[config.mk]
export PLATFORM = sky130hd
export DESIGN_NAME = adder_serial
export DESIGN_NICKNAME = d
export VERILOG_FILES = /design/src/rtl/adder_serial.sv
export SDC_FILE = /design/constraint.sdc
export NUM_CORES = 1
export LEC_CHECK = 0
export ABC_AREA = 0
export BUFFER_PORTS_ARGS = -buffer_cell sky130_fd_sc_hd__buf_2
export CAP_MARGIN = 30
export CELL_PAD_IN_SITES_DETAIL_PLACEMENT = 0
export CELL_PAD_IN_SITES_GLOBAL_PLACEMENT = 1
export CORE_ASPECT_RATIO = 1.2
export CORE_MARGIN = 8
export CORE_UTILIZATION = 30
export DETAILED_ROUTE_END_ITERATION = 12
export PLACE_DENSITY = 0.58
export SLEW_MARGIN = 0
export SYNTH_ARGS = -nofsm -noshare
export SYNTH_HDL_FRONTEND = slang
export SYNTH_SLANG_ARGS = --single-unit
[constraint.sdc]
create_clock -name clk -period 4.15 [get_ports clk]
set_clock_uncertainty 0.1 [all_clocks]
set_input_delay 0 -clock clk [delete_from_list [all_inputs] [get_ports clk]]
set_output_delay 0 -clock clk [all_outputs]
set_load 0.02 [all_outputs]
[src/rtl/adder_serial.sv]
// Multi-cycle ripple adder/subtractor: N-bit operands consumed D bits per clock
// through a single carry register, behind a start/ready/busy/done handshake.
module adder_serial #(
  parameter int N = 32,
  parameter int D = 1
) (
  input  logic         clk,
  input  logic         rst,
  input  logic         start,
  input  logic         sub,
  input  logic [N-1:0] a,
  input  logic [N-1:0] b,
  output logic         ready,
  output logic         busy,
  output logic         done,
  output logic [N-1:0] sum,
  output logic         c_out,
  output logic         overflow
);

  localparam int NDIG = N / D;
  localparam int CW   = (NDIG > 1) ? $clog2(NDIG) : 1;
  localparam logic [CW-1:0] LAST_DIGIT = CW'(NDIG - 1);

  generate
    if (N < 2 || D < 1 || D > N || (N % D) != 0) begin : g_bad_params
      $error("adder_serial: N must be >= 2 and a multiple of D, with 1 <= D <= N");
    end
  endgenerate

  typedef enum logic [1:0] {
    S_IDLE,
    S_BUSY,
    S_DONE
  } state_t;

  state_t r_state;
  state_t w_state_next;

  logic [N-1:0]  r_sa;
  logic [N-1:0]  r_sb;
  logic [N-1:0]  r_res;
  logic          r_carry;
  logic [CW-1:0] r_cnt;

  logic [N-1:0]  r_sum;
  logic          r_c_out;
  logic          r_ovf;

  logic [D:0]    w_digit;
  logic [N-1:0]  w_res_next;
  logic          w_last;
  logic          w_cin_msb;
  logic          w_finish;

  // One D-bit ripple per cycle; bit D of the digit sum is the carry into the next digit.
  assign w_digit    = {1'b0, r_sa[D-1:0]} + {1'b0, r_sb[D-1:0]} + {{D{1'b0}}, r_carry};
  assign w_res_next = (r_res >> D) | (N'(w_digit[D-1:0]) << (N - D));
  assign w_last     = (r_cnt == LAST_DIGIT);
  assign w_finish   = (r_state == S_BUSY) && w_last;
  // On the last digit, the carry into its top bit is the carry into bit N-1.
  assign w_cin_msb  = r_sa[D-1] ^ r_sb[D-1] ^ w_digit[D-1];

  always_ff @(posedge clk) begin
    if (rst) begin
      r_state <= S_IDLE;
    end else begin
      r_state <= w_state_next;
    end
  end

  // NOTE: every output of a combinational block gets a default first so no path leaves it unassigned (no latch).
  always_comb begin
    w_state_next = r_state;
    ready        = 1'b0;
    busy         = 1'b0;
    done         = 1'b0;
    unique case (r_state)
      S_IDLE: begin
        ready = 1'b1;
        if (start) w_state_next = S_BUSY;
      end
      S_BUSY: begin
        busy = 1'b1;
        if (w_last) w_state_next = S_DONE;
      end
      S_DONE: begin
        done         = 1'b1;
        w_state_next = S_IDLE;
      end
      default: w_state_next = S_IDLE;
    endcase
  end

  // NOTE: the operand/result shift registers are fully loaded on acceptance, so they carry no reset.
  always_ff @(posedge clk) begin
    if (r_state == S_IDLE && start) begin
      r_sa    <= a;
      r_sb    <= b ^ {N{sub}};
      r_carry <= sub;
      r_cnt   <= '0;
      r_res   <= '0;
    end else if (r_state == S_BUSY) begin
      r_sa    <= r_sa >> D;
      r_sb    <= r_sb >> D;
      r_res   <= w_res_next;
      r_carry <= w_digit[D];
      r_cnt   <= r_cnt + CW'(1);
    end
  end

  // NOTE: sequential state uses non-blocking assignments so all registers update from pre-edge values.
  always_ff @(posedge clk) begin
    if (rst) begin
      r_sum   <= '0;
      r_c_out <= 1'b0;
      r_ovf   <= 1'b0;
    end else if (w_finish) begin
      r_sum   <= w_res_next;
      r_c_out <= w_digit[D];
      r_ovf   <= w_cin_msb ^ w_digit[D];
    end
  end

  assign sum      = r_sum;
  assign c_out    = r_c_out;
  assign overflow = r_ovf;

endmodule
### Word level (Yosys, flattened, before mapping)

Index checks and enable logic that the tools add are counted.
Widths: inputs -> output; s select.

| cells by class | value |
|---|---|
| $add $sub $neg | 3 |
| equality and inequality tests | 5 |
| muxes and demuxes | 12 |
| bitwise operators | 5 |
| reduce and logical (&&, ||, !) cells | 5 |

Operator list:

| operator | number |
|---|---|
| $mux 32 | 4 |
| $or 31x32->32 | 1 |
| $xor 32x32->32 | 1 |
| $add 5x1->5 const B | 1 |
| $eq 5x5->1 const B | 1 |
| $mux 1 | 5 |
| $mux 2 | 2 |
| $ne 2x2->1 const B | 2 |
| $pmux 2 s2 | 1 |
| $xor 1x1->1 | 3 |
| $add 1x1->2 | 1 |
| $add 2x1->2 | 1 |
| $eq 2x1->1 const B | 1 |
| $eq 2x2->1 const B | 1 |
| $logic_and 1x1->1 | 2 |
| $logic_not 2->1 | 1 |
| $reduce_and 2->1 | 1 |
| $reduce_bool 2->1 | 1 |

| storage, ports and cells | value |
|---|---|
| bits in registers | 138 |
| input bits | 68 |
| output and inout bits | 37 |
| logic and storage cells | 39 |

### Logic depth before layout (Yosys ltp)

| depth | value |
|---|---|
| depth after elaboration | 4 |
| gate-level depth with buffers | 8 |
| gate-level depth less buffers | 6 |

### Worst setup path before layout

No wires, ideal clock.

| path | value |
|---|---|
| kind | flip-flop to flip-flop |
| from | register r_state[0] |
| to | register r_carry (enable) |
| setup time | 0.425 ns |
| arrival time | 2.319 ns |
| data required time | 3.625 ns |
| setup slack | 1.306 ns |
| stages on the path, launching flop included | 5 |
| path buffers | 1 |
| period minus slack after synthesis | 2.844 ns |
| path through | dfxtp_1 buf_2 nor2_1 nand2_1 nand2_1 |

| on the way | value |
|---|---|
| longest elaborated chain between the ends | 3 |
| elaborated cells on any way between the ends | 4 |
| those cells by class | 1 x eq/ne; 3 x reduce/logical |

Ends and longest elaborated chain:

| element | RTL line | source |
|---|---|---|
| from (decl) | 37 | `state_t r_state;` |
| from (signal assigned) | 68 | `r_state <= w_state_next;` |
| $logic_not 2->1 | 97 | `if (r_state == S_IDLE && start) begin` |
| $logic_and 1x1->1 | 97 |  |
| $reduce_bool 2->1 (no source line) * | - |  |
| to (signal assigned) | 100 | `r_carry <= sub;` |
| to (signal assigned) | 107 | `r_carry <= w_digit[D];` |
| to (decl) | 43 | `logic r_carry;` |

Every way passes the cells marked *; elsewhere a longest branch is shown, timed or not.
A chain may end at the register's enable or synchronous reset.

### Worst setup path after layout

| path | value |
|---|---|
| from | register r_state[0] |
| to | register r_sb[21] (data pin) |

| on the way | value |
|---|---|
| longest elaborated chain between the ends | 3 |

Ends and longest elaborated chain:

| element | RTL line | source |
|---|---|---|
| $logic_not 2->1 | 97 |  |
| $logic_and 1x1->1 | 97 |  |
| $mux 32 | 97 |  |
| to (signal assigned) | 99 | `r_sb <= b ^ {N{sub}};` |
| to (signal assigned) | 105 | `r_sb <= r_sb >> D;` |
| to (decl) | 41 | `logic [N-1:0] r_sb;` |

Every way passes these cells.

==> run summary <==
The flow ran to the end, and the final reports show no timing, DRC or antenna violations. The relative slew slack is 0.375. Yosys mapped a number of flops with a built-in enable equal to 65. Measured along the x axis, the die boundary spans 141 um. The mean instance size in the synthesized netlist came out at roughly 11 sq um. The beginning of the worst register-to-register path is r_state[0]$_SDFFE_PP0P_.

The number of sinks handled by clock tree synthesis came out at roughly 140. The tree is rooted in a sky130_fd_sc_hd__clkbuf_16. The repair_antennas step left the layout with diodes totalling 0.

The peak fanout along the critical path came out at between 60 and 70. The clock passes through at most 2 buffers. During synthesis, Yosys emitted a total of 0 warnings. The global-route track usage on met3 came out at 0.0397. The max-capacitance violation count is 0. The number of buffers created by CTS is 17.

For this run, the leading register cell type out of synthesis is sky130_fd_sc_hd__dfxtp_1. The met2 demand-to-capacity share in global routing is 0.187. The worst hold path was traced through 2 stages. The vertical extent of the die came out at around 170 um. The hold buffer count at cts is 66. sky130_fd_sc_hd__nand2_1 is the most common cell in the netlist.

Dividing the final minimum period by the clock period gives 0.573. Setup repair after global routing left no endpoint under its margin. The worst path in the final design needs a cycle of roughly 2.4 ns, including I/O delays and setup.

The pin slew with the least headroom to its limit came out at 0.937 ns. The critical path capture point type is a flop. After clock tree synthesis, the clock-pin slew on the worst setup and hold paths is around 0.06 ns. Once layout is complete, the utilization of the core stands at 0.412. Before antenna repair, the detailed router went through 4 iterations. The post-CTS setup buffer count came out at 0.

In the final routed layout, each cell accounts on average for around 13 um. In the routed layout, each cell is associated on average with a via count of 4.46. The final number of max-transition violations came out at 0. The half-perimeter wire length of the detailed placement result came out at roughly 8000 um.

The hold violation count in the final report is 0. The data arrival time of the critical path came out at between 2 and 2.5 ns. The core region is roughly 18,000 sq um. The critical path launch point is r_state[0]$_SDFFE_PP0P_. After global routing the overflow that remains totals 0. The setup TNS came out at 0 ns. The synthesized design contains about 140 register bits. Counting instances in the post-synthesis netlist gives the leading cell types as sky130_fd_sc_hd__nand2_1, sky130_fd_sc_hd__a21oi_1, sky130_fd_sc_hd__dfxtp_1. The met1 track utilization from global routing came out at 0.135. The number of gates resized after CTS was 0. Once detail routing completed, the nets flagged for antenna violations numbered 0. The number of antenna violations at the first check in global routing was 0. The final layout contains around 760 nets. The final routed DRC violation total came out at 0. The area growth from synthesis to layout came out at 34.5%.

In this run the worst hold path is classified as input pin to flop. The routed via count is ~4,100. The startpoint identified for the worst hold timing path is rst. In this run the core area contains 54 standard-cell rows. The total of buffers placed on input and output ports came out at ~100. The routability-driven placement congestion ratio came out at 0.709.

Timing would allow up to approximately 420 MHz. Across the VDD grid, the largest voltage drop is between 200 and 300 uV. The instance count after placement with tap cells included is slightly above 800. For this configuration, the core starts out at a cell density of 0.307.

The layer flagged by global routing as most heavily used is met2. The share of flip-flops with an asynchronous set or reset is 0. The die covers ~23,000 sq um. The clock tree from TritonCTS is built. The largest net degree at the start of global routing is 62. The synthesized design spends more area on one cell type than any other, namely sky130_fd_sc_hd__edfxtp_1. In the synthesized netlist, the number of instances is 530. The worst register-to-register path has a depth of 3.

The number of nets in the synthesized netlist came out at 601. The power per unit of standard cell area came out at approximately 460 nW/um^2. The required time of the worst setup path came out at ~4.2 ns. The area occupied by multi-input gates came out at a little under 2000 sq um. The post-synthesis instance area is between 5000 and 6000 sq um. The filler cell count is roughly 1,800.

The top cell type's share of synthesized area came out at 0.349. Yosys mapped the design onto 27 distinct sky130hd cell types. The worst setup path is of the flop to flop kind. The fraction of final layout cells sized beyond drive strength 1 is 0.255.

The sequential cell area in the final layout came out at about 3400 sq um. The number of global-route vias before repair is between 4,000 and 5,000. The filler-free cell count of the finished design is a little over 900.

Summed over all layers, the routed wires come to about 13,000 um. The startpoint kind of the worst setup timing path is a flop. In this run the static leakage power is ~2.8 nW. The share of synthesized area occupied by flip-flops and latches came out at 0.607. The number of ports placed on the die boundary came out at approximately 110. The final hold slack came out at ~0.032 ns. The total routing usage reported by global routing came out at 0.114.

The first global-routing pass estimated approximately 21,000 um of wire. The later-pin clock latency in the skew report came out at 0.41 ns. In this run, the number of DRC markers left after iteration 0 of detailed routing was around 160. The count of H-tree levels built during CTS is 4. Setup violations remaining at the end of the flow were counted as 0.

Ranked by total cell area, the synthesized netlist is headed by sky130_fd_sc_hd__edfxtp_1, sky130_fd_sc_hd__dfxtp_1, sky130_fd_sc_hd__nand2_1, sky130_fd_sc_hd__a21oi_1, sky130_fd_sc_hd__mux2_2.
[layout by cell type, fill, tap and decap left out, types with 2 or more instances in the layout]
cell type	n
sky130_fd_sc_hd__nand3b_1	2
sky130_fd_sc_hd__nand2b_1	2
sky130_fd_sc_hd__xnor2_1	36
sky130_fd_sc_hd__clkinv_4	4
sky130_fd_sc_hd__dfxtp_1	72
sky130_fd_sc_hd__bufinv_16	3
sky130_fd_sc_hd__mux2_2	32
sky130_fd_sc_hd__inv_6	5
sky130_fd_sc_hd__a21oi_1	99
sky130_fd_sc_hd__clkinvlp_4	3
sky130_fd_sc_hd__nand2_1	133
sky130_fd_sc_hd__ha_1	2
sky130_fd_sc_hd__edfxtp_1	65
sky130_fd_sc_hd__buf_4	7
sky130_fd_sc_hd__clkbuf_16	17
sky130_fd_sc_hd__dlygate4sd3_1	66
sky130_fd_sc_hd__buf_2	104
sky130_fd_sc_hd__nor2_1	37
[layout make-up]
type	instances	area share
sequential	137	0.451
multi-input combinational	355	0.261
timing repair buffer	178	0.168
clock buffer	17	0.0566
tap	224	0.0373
clock inverter	15	0.0254
inverter	1	0.000499
[where the power goes]
| part | leakage, nW | internal, mW | switching (mW) |
|---|---|---|---|
| clock | 0.291 | 0.958 | 0.615 |
| sequential | 1.21 | 1.54 | 0.0324 |
| combinational | 1.31 | 0.172 | 0.170 |
[kinds of logic (layout without fill, tap and decap cells)]
family	after synthesis	in the layout	share of synthesized area
adders and majority gates	3	3	0.00805
xor gates and xnor gates	37	37	0.0580
AOI/OAI and AO/OA	101	101	0.0908
muxes	32	32	0.0644
and+or+nand+nor	182	182	0.130
DFF	137	137	0.607
buffers and inverters	38	211	0.0418
[state kept, by name (all words and copies together) (netlist names)]
signal    cells
overflow      1
sum          32
c_out         1
r_cnt         5
r_sb         32
r_sa         32
r_state       2
r_carry       1
r_res        31
[critical path, cell delays in order, from the launching register on]
cell                      delay (ns)
sky130_fd_sc_hd__dfxtp_1        0.39
sky130_fd_sc_hd__nor3b_4        0.81
sky130_fd_sc_hd__buf_4          0.61
sky130_fd_sc_hd__a21oi_1        0.16
[through the flow]
stage | area (sq um) | total power, mW | setup slack (ns)
3_5_place_dp | 6240 | 1.90 | 1.75
3_3_place_gp | 6220 | 1.89 | 1.77
4_1_cts | 7520 | 3.54 | 1.73
5_1_grt | 7520 | 3.65 | 1.51
2_1_floorplan | 5590 | 1.83 | 1.31
6_report | 7520 | 3.49 | 1.77
[final timing paths]
check	to	slack [ns]
worst min register to register	sum[8]$_SDFFE_PP0P_	0.35
worst max register to register	r_sb[21]$_DFFE_PP_	1.77
worst min-delay path	r_state[1]$_SDFFE_PP0P_	0.03
worst max-delay path	r_sb[21]$_DFFE_PP_	1.77
[layer usage]
metal  vias to the layer above  share of wire  wire length, um
met4                         0          0.012              145
met1                      1907           0.46             5720
met3                        10          0.058              724
li1                       2111              -                -
met2                       105           0.47             5910
met5                         -              0                0
No activity file was read; power rests on OpenSTA's default activity.
